**src/rtl/mem_ctrl_rr.sv**
```systemverilog
// mem_ctrl_rr: round-robin arbiter plus byte-serial controller that lets
// NUM_PORTS requesters share one byte-wide RAM. It runs one transaction at a
// time. A read collects up to LINE_BYTES bytes into rdata. A write streams
// wdata out byte by byte. A write to either UART word is held off while the
// UART transmit buffer is full.
module mem_ctrl_rr #(
  parameter int                    NUM_PORTS  = 3,
  parameter int                    LINE_BYTES = 16,
  parameter int                    ADDR_WIDTH = 32,
  parameter logic [ADDR_WIDTH-1:0] IO_BASE    = ADDR_WIDTH'(32'h30000),
  localparam int                   LENW       = $clog2(LINE_BYTES),
  localparam int                   DW         = 8 * LINE_BYTES
) (
  input  logic                            clk_in,
  input  logic                            rst_in,
  input  logic                            rdy_in,
  input  logic                            io_buffer_full,
  input  logic [7:0]                      mem_din,
  output logic [7:0]                      mem_dout,
  output logic [ADDR_WIDTH-1:0]           mem_a,
  output logic                            mem_wr,
  input  logic [NUM_PORTS-1:0]            req,
  input  logic [NUM_PORTS-1:0]            req_wr,
  input  logic [NUM_PORTS*LENW-1:0]       req_len,
  input  logic [NUM_PORTS*ADDR_WIDTH-1:0] req_addr,
  input  logic [NUM_PORTS*DW-1:0]         req_wdata,
  output logic [DW-1:0]                   rdata,
  output logic [NUM_PORTS-1:0]            done
);

  localparam int PW = (NUM_PORTS > 1) ? $clog2(NUM_PORTS) : 1;
  localparam logic [ADDR_WIDTH-1:0] IO_BASE_HI = IO_BASE + ADDR_WIDTH'(4);

  typedef enum logic [1:0] {S_IDLE, S_READ, S_WRITE} state_t;

  state_t                r_state;
  logic [PW-1:0]         r_ptr;
  logic [PW-1:0]         r_port;
  logic [ADDR_WIDTH-1:0] r_addr;
  logic [LENW-1:0]       r_len;
  logic [LENW-1:0]       r_cnt;     // next byte to capture (read) or to emit (write)
  logic [DW-1:0]         r_wdata;
  logic [DW-1:0]         r_buf;     // read bytes gathered so far
  logic [DW-1:0]         r_rdata;
  logic [NUM_PORTS-1:0]  r_done;
  logic                  r_issued;  // address of byte r_cnt was driven last cycle
  logic                  r_stall;   // last cycle was frozen by rdy_in=0

  logic [NUM_PORTS-1:0]  w_req_m;
  logic                  w_grant_ok;
  logic [PW-1:0]         w_grant;
  logic [PW-1:0]         w_next_ptr;
  logic [ADDR_WIDTH-1:0] w_addr_arr  [NUM_PORTS];
  logic [LENW-1:0]       w_len_arr   [NUM_PORTS];
  logic [DW-1:0]         w_wdata_arr [NUM_PORTS];
  logic                  w_eff_issued;
  logic                  w_issued_view;
  logic [LENW:0]         w_rd_idx;
  logic                  w_addr_valid;
  logic                  w_uart_stall;
  logic [DW-1:0]         w_buf_next;

  assign done  = r_done;
  assign rdata = r_rdata;

  // Unpack the per-port request buses into arrays indexed by port number.
  always_comb begin
    for (int p = 0; p < NUM_PORTS; p++) begin
      w_addr_arr[p]  = req_addr[p*ADDR_WIDTH +: ADDR_WIDTH];
      w_len_arr[p]   = req_len[p*LENW +: LENW];
      w_wdata_arr[p] = req_wdata[p*DW +: DW];
    end
  end

  // Round-robin search: the first unmasked requester at or after r_ptr wins.
  always_comb begin
    logic [PW-1:0] cand;
    // NOTE: every variable assigned in a combinational block gets a default
    // first, so no path leaves it holding an old value (that would infer a latch).
    w_req_m    = req & ~r_done;
    w_grant_ok = 1'b0;
    w_grant    = '0;
    cand       = r_ptr;
    for (int i = 0; i < NUM_PORTS; i++) begin
      if (!w_grant_ok && w_req_m[cand]) begin
        w_grant_ok = 1'b1;
        w_grant    = cand;
      end
      cand = (cand == PW'(NUM_PORTS - 1)) ? '0 : cand + 1'b1;
    end
    w_next_ptr = (w_grant == PW'(NUM_PORTS - 1)) ? '0 : w_grant + 1'b1;
  end

  // Read pipeline bookkeeping. Data for an address returns one cycle later. A
  // freeze throws that data away, so the byte is re-addressed on resume. While
  // frozen, the raw flag keeps mem_a steady.
  assign w_eff_issued  = r_issued & ~r_stall;
  assign w_issued_view = rdy_in ? w_eff_issued : r_issued;
  assign w_rd_idx      = {1'b0, r_cnt} + {{LENW{1'b0}}, w_issued_view};
  assign w_addr_valid  = !(w_issued_view && (r_cnt == r_len));
  assign w_uart_stall  = io_buffer_full && ((r_addr == IO_BASE) || (r_addr == IO_BASE_HI));

  // Insert the byte now on mem_din into the read buffer.
  always_comb begin
    w_buf_next = r_buf;
    w_buf_next[{r_cnt, 3'b000} +: 8] = mem_din;
  end

  // Drive the RAM bus from the current state. An idle controller drives zeros.
  always_comb begin
    mem_a    = '0;
    mem_dout = '0;
    mem_wr   = 1'b0;
    case (r_state)
      S_READ: begin
        if (w_addr_valid) mem_a = r_addr + ADDR_WIDTH'(w_rd_idx);
      end
      S_WRITE: begin
        mem_a    = r_addr + ADDR_WIDTH'(r_cnt);
        mem_dout = r_wdata[{r_cnt, 3'b000} +: 8];
        mem_wr   = rdy_in & ~w_uart_stall;
      end
      default: ;
    endcase
  end

  // Arbitration, transaction FSM, read capture and completion pulse.
  always_ff @(posedge clk_in) begin
    if (rst_in) begin
      // NOTE: r_wdata, r_addr and r_len are left out of reset. A grant always
      // reloads them before they are read. r_buf and r_rdata are observable, so
      // they are cleared.
      r_state  <= S_IDLE;
      r_ptr    <= '0;
      r_port   <= '0;
      r_cnt    <= '0;
      r_buf    <= '0;
      r_rdata  <= '0;
      r_done   <= '0;
      r_issued <= 1'b0;
      r_stall  <= 1'b0;
    end else if (rdy_in) begin
      // NOTE: state updates use non-blocking assignments. Every register then
      // reads the pre-edge value of every other register.
      r_stall <= 1'b0;
      r_done  <= '0;
      case (r_state)
        S_IDLE: begin
          if (w_grant_ok) begin
            r_port   <= w_grant;
            r_ptr    <= w_next_ptr;
            r_addr   <= w_addr_arr[w_grant];
            r_len    <= w_len_arr[w_grant];
            r_wdata  <= w_wdata_arr[w_grant];
            r_cnt    <= '0;
            r_buf    <= '0;
            r_issued <= 1'b0;
            r_state  <= req_wr[w_grant] ? S_WRITE : S_READ;
          end
        end
        S_READ: begin
          if (w_eff_issued) begin
            r_buf <= w_buf_next;
            if (r_cnt == r_len) begin
              r_rdata  <= w_buf_next;
              r_done   <= NUM_PORTS'(1) << r_port;
              r_issued <= 1'b0;
              r_state  <= S_IDLE;
            end else begin
              r_cnt    <= r_cnt + 1'b1;
              r_issued <= 1'b1;
            end
          end else begin
            r_issued <= 1'b1;
          end
        end
        S_WRITE: begin
          if (!w_uart_stall) begin
            if (r_cnt == r_len) begin
              r_done  <= NUM_PORTS'(1) << r_port;
              r_state <= S_IDLE;
            end else begin
              r_cnt <= r_cnt + 1'b1;
            end
          end
        end
        default: r_state <= S_IDLE;
      endcase
    end else begin
      r_stall <= 1'b1;
    end
  end

endmodule

```
**config.mk**
```make
export PLATFORM = sky130hd
export DESIGN_NAME = mem_ctrl_rr
export DESIGN_NICKNAME = d
export VERILOG_FILES = /design/src/rtl/mem_ctrl_rr.sv
export SDC_FILE = /design/constraint.sdc
export NUM_CORES = 1
export LEC_CHECK = 0
export CAP_MARGIN = 10
export CORE_MARGIN = 2
export CORE_UTILIZATION = 30
export DETAILED_ROUTE_END_ITERATION = 10
export PLACE_DENSITY_LB_ADDON = 0.15
export SLEW_MARGIN = 20
export SYNTH_ARGS = -nofsm -noshare
export SYNTH_HDL_FRONTEND = slang
export SYNTH_SLANG_ARGS = --single-unit
```
**constraint.sdc**
```tcl
create_clock -name clk_in -period 12.6 [get_ports clk_in]
set_input_delay 2.52 -clock clk_in [delete_from_list [all_inputs] [get_ports clk_in]]
set_output_delay 2.52 -clock clk_in [all_outputs]
set_load 0.01 [all_outputs]
```
# After elaboration in Yosys (flattened, before gate mapping)
# Index checks and enable logic that the tools add are counted.
dict set report totals {
  in_bits 510
  ff_bits 435
}
dict set report classes {
  n_reduce_logical 17
  n_shift 4
  n_lt_le_gt_ge 5
  eq_ne 11
  bitwise 8
  n_mux 55
  addsub 8
}
# op n
set op_table {}
lappend op_table {{two-way mux 128 bit} 4}
lappend op_table {{binary-select mux 128 bit (select 2 bit)} 1}
lappend op_table {{case mux 128 bit (2 select lines)} 1}
lappend op_table {{bitwise mux 128 bit} 1}
lappend op_table {{variable shift 8 x 9 -> 128 bit (first input constant)} 1}
lappend op_table {{indexed part select 128 x 8 -> 8 bit} 1}
lappend op_table {{indexed part select 8 x 9 -> 128 bit} 1}
lappend op_table {{two-way mux 32 bit} 3}
lappend op_table {{binary-select mux 32 bit (select 2 bit)} 1}
lappend op_table {{equality test 32 x 18 -> 1 bit (second input constant)} 2}
lappend op_table {{case mux 32 bit (2 select lines)} 1}
lappend op_table {{adder 32 x 4 -> 32 bit} 1}
lappend op_table {{adder 32 x 5 -> 32 bit} 1}
lappend op_table {{two-way mux 4 bit} 6}
lappend op_table {{two-way mux 2 bit} 11}
lappend op_table {{AND reduction 4 bit} 4}
lappend op_table {{two-way mux 1 bit} 13}
lappend op_table {{less-than comparator 2 x 3 -> 1 bit (second input constant)} 4}
lappend op_table {{case mux 4 bit (3 select lines)} 1}
lappend op_table {{two-way mux 3 bit} 3}
lappend op_table {{negation 7 -> 9 bit} 1}
lappend op_table {{binary-select mux 1 bit (select 2 bit)} 4}
lappend op_table {{binary-select mux 4 bit (select 2 bit)} 1}
lappend op_table {{equality test 2 bit (second input constant)} 4}
lappend op_table {{25 further kinds} 37}

# Depth between registers and ports, before layout
# Gate-level depths: netlist of run 1.
dict set report logic_depth {
  depth_word 16
  mapped_depth 14
}

# Worst setup path after synthesis of run 1
# No wires, ideal clock.
dict set report synth_path {
  path_kind {input to register}
  from {input req[2]}
  to {register r_addr[0] (enable)}
  t_required_ns 11.892
  arrival_ns 10.427
  path_stages 5
  setup_slack_ns 1.465
  path_cell_list {nand2b_1 -> o211ai_1 -> and3_1 -> clkbuf_1 -> nor2b_1}
}
dict set report synth_between {
  elab_chain_len 11
  elab_cells_between_ends 15
}
# element line
set synth_rtl {}
lappend synth_rtl {{start: declaration} 22} ;# input logic [NUM_PORTS-1:0] req,
lappend synth_rtl {{AND 3 bit (*)} 80} ;# w_req_m = req & ~r_done;
lappend synth_rtl {{binary-select mux 1 bit (select 2 bit)} 85} ;# if (!w_grant_ok && w_req_m[cand]) begin
lappend synth_rtl {{two-way mux 1 bit (not written as such)} 85}
lappend synth_rtl {{two-way mux 1 bit} 85}
lappend synth_rtl {{zero test 1 bit} 85}
lappend synth_rtl {{logical AND 1 bit} 85}
lappend synth_rtl {{two-way mux 1 bit} 85}
lappend synth_rtl {{zero test 1 bit} 85}
lappend synth_rtl {{logical AND 1 bit} 85}
lappend synth_rtl {{two-way mux 1 bit (*)} 85}
lappend synth_rtl {{AND reduction 4 bit (no source line) (*)} n/a}
lappend synth_rtl {{end signal: assignment} 152} ;# r_addr <= w_addr_arr[w_grant];
lappend synth_rtl {{end: declaration} 39} ;# logic [ADDR_WIDTH-1:0] r_addr;
# Mark *: on every way between the ends. The rest lies on a longest branch, timed or not. The select of a mux whose other input is x is not followed.
# A chain may end at the register's enable or synchronous reset.

# Final worst setup path of run 1
dict set report layout_path {
  from {input rdy_in}
  to {output mem_a[22]}
}
dict set report layout_between {
  elab_chain_len 5
  elab_cells_between_ends 6
}
# element line
set layout_rtl {}
lappend layout_rtl {{start: declaration} 16} ;# input logic rdy_in,
lappend layout_rtl {{two-way mux 1 bit (*)} 98} ;# assign w_issued_view = rdy_in ? w_eff_issued : r_issued;
lappend layout_rtl {{adder 4 x 1 -> 5 bit} 99} ;# assign w_rd_idx = {1'b0, r_cnt} + {{LENW{1'b0}}, w_issued_view};
lappend layout_rtl {{adder 32 x 5 -> 32 bit} 116} ;# if (w_addr_valid) mem_a = r_addr + ADDR_WIDTH'(w_rd_idx);
lappend layout_rtl {{two-way mux 32 bit (*)} 116}
lappend layout_rtl {{case mux 32 bit (2 select lines) (*)} 114} ;# case (r_state)
lappend layout_rtl {{end: declaration} 20} ;# output logic [ADDR_WIDTH-1:0] mem_a,
# Mark *: on every way between the ends. The rest lies on a longest branch, timed or not.

==> flow_metrics.tcl, run 1 <==
set metrics [dict create \
    initial_core_util_pct 30.2 \
    cts.reportedPaths.clkPinSlew_ns 0.06 \
    core_region_area_um2 71200 \
    inserted_clock_buffers 50 \
    r2r_cells 6 \
    routed-wl-met2_um 50300 \
    ant_nets 0 \
    insertion_delay_ns 0.59 \
    worstMarginPinSlew_ns 1.24 \
    mostFrequentLayoutCell "clkdlybuf4s50_1" \
    relSlewSlack_pct 17.1 \
    die_area_um2 73800 \
    r2r-end "r_wdata[14]$_DFFE_PP_" \
    final_nets 3401 \
    r2r_slack_ns 8.43 \
    vias 20469 \
    maxSlewViolCount 0 \
    detailed_place.area_um2 29000 \
    endpoint_kind "output pin" \
    uppermost_signal_routing_layer_after_detailed_routing "met5" \
    area_growth_pct 42.9 \
    cell_area_synth_um2 21500 \
    synthDominantAreaCellType "dfxtp_1" \
    final_core_utilization_pct 43.1 \
    dr.first_iter.drc_count 1892 \
    detail_route.wirelength_um 98000 \
    synth_seq_cells 435 \
    endpoint_arrival_time_on_the_critical_path_ns 6.47 \
    yosys.cell_types.count 77 \
    async_flop_share_pct 0 \
    synth_seq_area_share_pct 48.1 \
    syn_area_per_cell_um2 9.34 \
    drtPass1Iterations 6 \
    post_synth_main_area_contributors "dfxtp_1, edfxtp_1, nand2_1, a22oi_1, mux2i_1" \
    mostFrequentLayoutCells "clkdlybuf4s50_1, nand2_1, dfxtp_1" \
    run_status "completed" \
    cts_hold_buf 0 \
    netlist.area_leader.share_pct 25.2 \
    grt_first_pass_wirelength_um 139000 \
    rsz0062_at_grt "false" \
    totalNegativeSetupSlack_ns 0 \
    power_frac_clock_pct 39.5 \
    dpl.hpwl_um 75000 \
    setup_viol 0 \
    setup.worst_path.start_class "primary input" \
    min_path_cells 2 \
    remaining_drc_errors 0 \
    drt-wirelength-per-cell_um 25.3 \
    critPathSlowestCell "clkdlybuf4s50_1" \
    synth-edff-count 164 \
    io_buffer_count 681 \
    place_congestion 0.931 \
    total_power_mw 3.78 \
    netSwitchingPower_mw 1.06 \
    first_global_vias 19895 \
    max_cap_violations 0 \
    power_leakage_nw 11.1 \
    cts_setup_buffers 0 \
    fin_skew_ns 0.0131 \
    wl_met1_um 39600 \
    cts_tree "done" \
    cts.root.buffer_cell "clkbuf_16" \
    design_area_final_um2 30700 \
    min_delay_worst_endpoint "r_buf[19]$_SDFFE_PP0P_" \
    min_path_type "flip-flop to flip-flop" \
    cell_internal_pwr_mw 2.72 \
    die-width_um 272 \
    synthesis.yosys.warnings 0 \
    pin_count_of_the_biggest_net_entering_global_routing 257 \
    worst_r2r_startpoint "r_state[0]$_SDFFE_PP0P_" \
    cts_max_path_buffers 3 \
    avgViaCountPerCell 5.27 \
    slowest_delay_ns 0.65 \
    timing.hold.worst.start "r_buf[19]$_SDFFE_PP0P_" \
    gr-total-overflow 0 \
    sw_frac_of_total_pct 28.0 \
    syn_nets 2828 \
    synthesis.instances 2302 \
    worstSetupPathType "primary input to output pin" \
    finalWorstPathRequiredPeriod_ns 8.99 \
    ir_worst_vdd_mv 0.0754 \
    p_per_area_nw_per_um2 123 \
    cts.sinks 435 \
    vertical_die_dimension_um 272 \
    hold_slack_ns 0.451 \
    total_routing_resource_utilization_after_global_routing_pct 25.5 \
    crit_fanout 7 \
    share_seq_of_total_power_pct 41.8 \
    antenna_found_initial 36 \
    worst-endpoint-required_ns 10.08 \
    fin_crit_sh_pct 71.4 \
    post_route_cells_drive_above_1_share_pct 5.52 \
    met3RoutedLength_um 5380 \
    timing.final.hold_violations 0 \
    worstPathCellList "clkdlybuf4s50_1 -> nand2_1 -> nand2_1 -> fa_1 -> fa_1 -> nor2b_1 -> or3_1 -> and4_1 -> a32o_2 -> a21oi_1 -> a211oi_1 -> clkdlybuf4s50_1" \
    top_level_ports 682 \
    combinationalPowerShare_pct 18.7 \
    synth_top_flop_cell "dfxtp_1" \
    h_tree_levels 2 \
    post_cts.resized_instances 0 \
    clock.fmax_ghz 0.111 \
    core.rowCount 98 \
]
==> cells in the mapped netlist, types with 20 or more instances <==
library cell and count:
mux2i_1 125, a211oi_1 133, and2_1 23, nand2_1 460, edfxtp_1 164, a21oi_1 75, buf_2 35, nor3_1 34
a22o_1 34, mux4_2 25, o21ai_0 108, a22oi_1 168, dfxtp_1 271, clkbuf_1 124, inv_1 20, nand3_1 34
nor2_1 195
==> cell families (layout without fill, tap and decap cells) <==
logic type	Yosys count	in the layout	synth area share, %
buffers and inverters	206	819	3.96
xor gates and xnor gates	5	5	0.204
AOI/OAI and AO/OA	616	616	20.1
muxes	151	151	8.54
DFF	435	435	48.1
other	0	16	0
adders and majority gates	16	16	1.04
and+or+nand+nor	873	873	18.0
==> layout make-up <==
cell class	instances	area, µm²
diodes	16	40.0
clock buffers	64	1340
clock inverters	28	332
fillers	6846	40500
inverters	21	78.8
multi-input cells	1661	10400
flip-flops and latches	435	10400
well taps	950	1190
repair buffers	706	7040
==> through the flow <==
stage               setup WS, ns  instances
floorplan                   1.46       2302
global placement            3.66       3773
detailed placement          3.63       3773
CTS                         3.63       3865
global route                3.44       3876
finish                      3.61       3881
==> metal layers <==
layer | global-route usage [%] | vias to the layer above
li1 | - | 9633
met3 | 4.10 | 138
met1 | 31.3 | 9951
met4 | 7.16 | 6
met5 | 0 | -
met2 | 46.0 | 741
==> power by group through the flow <==
stage	combinational, mW	sequential, mW	clock [mW]
final	0.707	1.58	1.49
after global routing	0.760	1.58	1.59
after CTS	0.712	1.58	1.52
after detailed placement	0.710	1.61	0
after global placement	0.704	1.61	0
after floorplan	0.357	1.60	0
==> sequential cells by signal, summed over array words and instances, names as in the netlist <==
signal / cells
done: 3
r_addr: 32
r_buf: 128
r_cnt: 4
r_issued: 1
r_len: 4
r_port: 2
r_ptr: 2
r_stall: 1
r_state: 2
r_wdata: 128
rdata: 128
==> worst max-delay path: cells and delay by family <==
family / cells / cell delay [ns]
AOI/OAI and AO/OA: 3 / 0.79
and+or+nand+nor: 5 / 1.10
buffers and inverters: 2 / 1.18
adders and majority gates: 2 / 0.88
==> worst max path at each step <==
stage | depth (start not counted) | end | slack [ns] | from
floorplan | 5 | r_addr[0]$_DFFE_PP_ | 1.46 | req[2]
global placement | 12 | mem_a[22] | 3.66 | rdy_in
detailed placement | 12 | mem_a[22] | 3.63 | rdy_in
CTS | 12 | mem_a[22] | 3.63 | rdy_in
global route | 12 | mem_a[18] | 3.44 | rdy_in
finish | 12 | mem_a[22] | 3.61 | rdy_in
Note: power is estimated with default switching activity, not from simulation.
==> run 2, diff against run 1 <==
Clock period 12.6 ns to 7.6 ns, I/O delays scaled along.
==> run 2 against run 1 <==
  * Total power rose by 65%
  * First-iteration DRC count decreased by 7.2%
  * Sequential share of layout area about the same
  * Critical path depth stayed put
==> flow_metrics.tcl, run 2 (synthesized netlist as in run 1, its figures left out) <==
set metrics [dict create \
    setup_viol 0 \
    crit_fanout 7 \
    pin_count_of_the_biggest_net_entering_global_routing 217 \
    worst-endpoint-required_ns 6.08 \
    vertical_die_dimension_um 272 \
    max_cap_violations 0 \
    ant_nets 0 \
    avgViaCountPerCell 5.29 \
    total_routing_resource_utilization_after_global_routing_pct 25.2 \
    min_path_type "flip-flop to flip-flop" \
    detail_route.wirelength_um 96700 \
    hold_slack_ns 0.451 \
    initial_core_util_pct 30.2 \
    die-width_um 272 \
    area_growth_pct 42.9 \
    remaining_drc_errors 0 \
    antenna_found_initial 36 \
    endpoint_kind "output pin" \
    inserted_clock_buffers 49 \
    die_area_um2 73800 \
    first_global_vias 20042 \
    gr-total-overflow 0 \
    layout_setup_ws_ns 0.807 \
    cts_hold_buf 0 \
    p_per_area_nw_per_um2 203 \
    cts_max_path_buffers 3 \
    post_route_cells_drive_above_1_share_pct 5.69 \
    top_level_ports 682 \
    power_leakage_nw 11.1 \
    drt-wirelength-per-cell_um 24.9 \
    endpoint_arrival_time_on_the_critical_path_ns 5.27 \
    drtPass1Iterations 5 \
    vias 20516 \
    h_tree_levels 2 \
    place_congestion 0.945 \
    mostFrequentLayoutCell "clkdlybuf4s50_1" \
    insertion_delay_ns 0.60 \
    ir_worst_vdd_mv 0.162 \
    fin_crit_sh_pct 89.4 \
    dpl.hpwl_um 74200 \
    dr.first_iter.drc_count 1755 \
    finalWorstPathRequiredPeriod_ns 6.79 \
    io_buffer_count 681 \
    mostFrequentLayoutCells "clkdlybuf4s50_1, nand2_1, dfxtp_1" \
    setup.worst_path.start_class "primary input" \
    timing.final.hold_violations 0 \
    worstSetupPathType "primary input to output pin" \
    fin_skew_ns 0.0228 \
    run_status "completed" \
    worstMarginPinSlew_ns 1.08 \
    maxSlewViolCount 0 \
    relSlewSlack_pct 27.7 \
    finish.cell_count_without_fillers 3881 \
    cts.root.buffer_cell "clkbuf_16" \
    cts_tree "done" \
    worst_slack_at_placement_ns 0.885 \
    totalNegativeSetupSlack_ns 0 \
    post_cts.resized_instances 0 \
    design_area_final_um2 30700 \
    core.rowCount 98 \
    rsz0062_at_grt "false" \
    core_region_area_um2 71200 \
    numPlacedInstances 3773 \
    cts.sinks 435 \
    cts.reportedPaths.clkPinSlew_ns 0.06 \
    clock.fmax_ghz 0.147 \
    grt_first_pass_wirelength_um 138000 \
    layout.filler_cells 6845 \
    final_nets 3400 \
    detailed_place.area_um2 29000 \
    cts_setup_buffers 0 \
]
==> run 2: path summary, 6_finish.rpt <==
kind                                              start                       to  slack, ns  cells past startpoint
worst max-delay path                             rdy_in                mem_a[24]       0.81                     12
worst min-delay path            r_buf[108]$_SDFFE_PP0P_  r_buf[108]$_SDFFE_PP0P_       0.45                      2
worst max register to register    r_cnt[0]$_SDFFE_PP0P_    r_buf[1]$_SDFFE_PP0P_       3.70                      6
worst min register to register  r_buf[108]$_SDFFE_PP0P_  r_buf[108]$_SDFFE_PP0P_       0.45                      2
==> run 2: critical path, stage by stage <==
cell and delay [ns]:
clkdlybuf4s50_1 0.52, nand2_1 0.14, nand2_1 0.09, fa_1 0.46, fa_1 0.43, nor2b_1 0.19, or3_1 0.41, and4_1 0.29
a32o_2 0.26, a21oi_1 0.08, nor3_1 0.27, clkdlybuf4s50_1 0.60
==> run 2: layer usage <==
layer | global-route usage, % | up-vias | wire length, µm
met5 | 0 | - | 70
met4 | 7.95 | 10 | 2780
met3 | 4.60 | 144 | 5490
met2 | 45.0 | 772 | 49600
met1 | 30.6 | 9936 | 38800
li1 | - | 9654 | -
==> run 2: stage by stage <==
stage               power [mW]  util (%)
finish                    6.23      43.1
global route              6.49      43.1
CTS                       6.30      43.1
detailed placement        3.84      40.7
global placement          3.83      40.7
floorplan                 3.23         -
==> run 2: power breakdown <==
group / internal, mW / switching (mW)
Sequential: 2.55 / 0.0680
Clock: 1.42 / 1.02
Combinational: 0.505 / 0.665
Total: 4.48 / 1.75
==> run 2: cell type report <==
| class | count | area, µm² | area share, % |
|---|---|---|---|
| Antenna cell | 16 | 40.0 | 0.130 |
| Clock buffer | 72 | 1480 | 4.80 |
| Clock inverter | 20 | 188 | 0.611 |
| Inverter | 21 | 78.8 | 0.256 |
| Multi-Input combinational cell | 1661 | 10400 | 33.7 |
| Sequential cell | 435 | 10400 | 33.7 |
| Tap cell | 950 | 1190 | 3.87 |
| Timing Repair Buffer | 706 | 7050 | 22.9 |
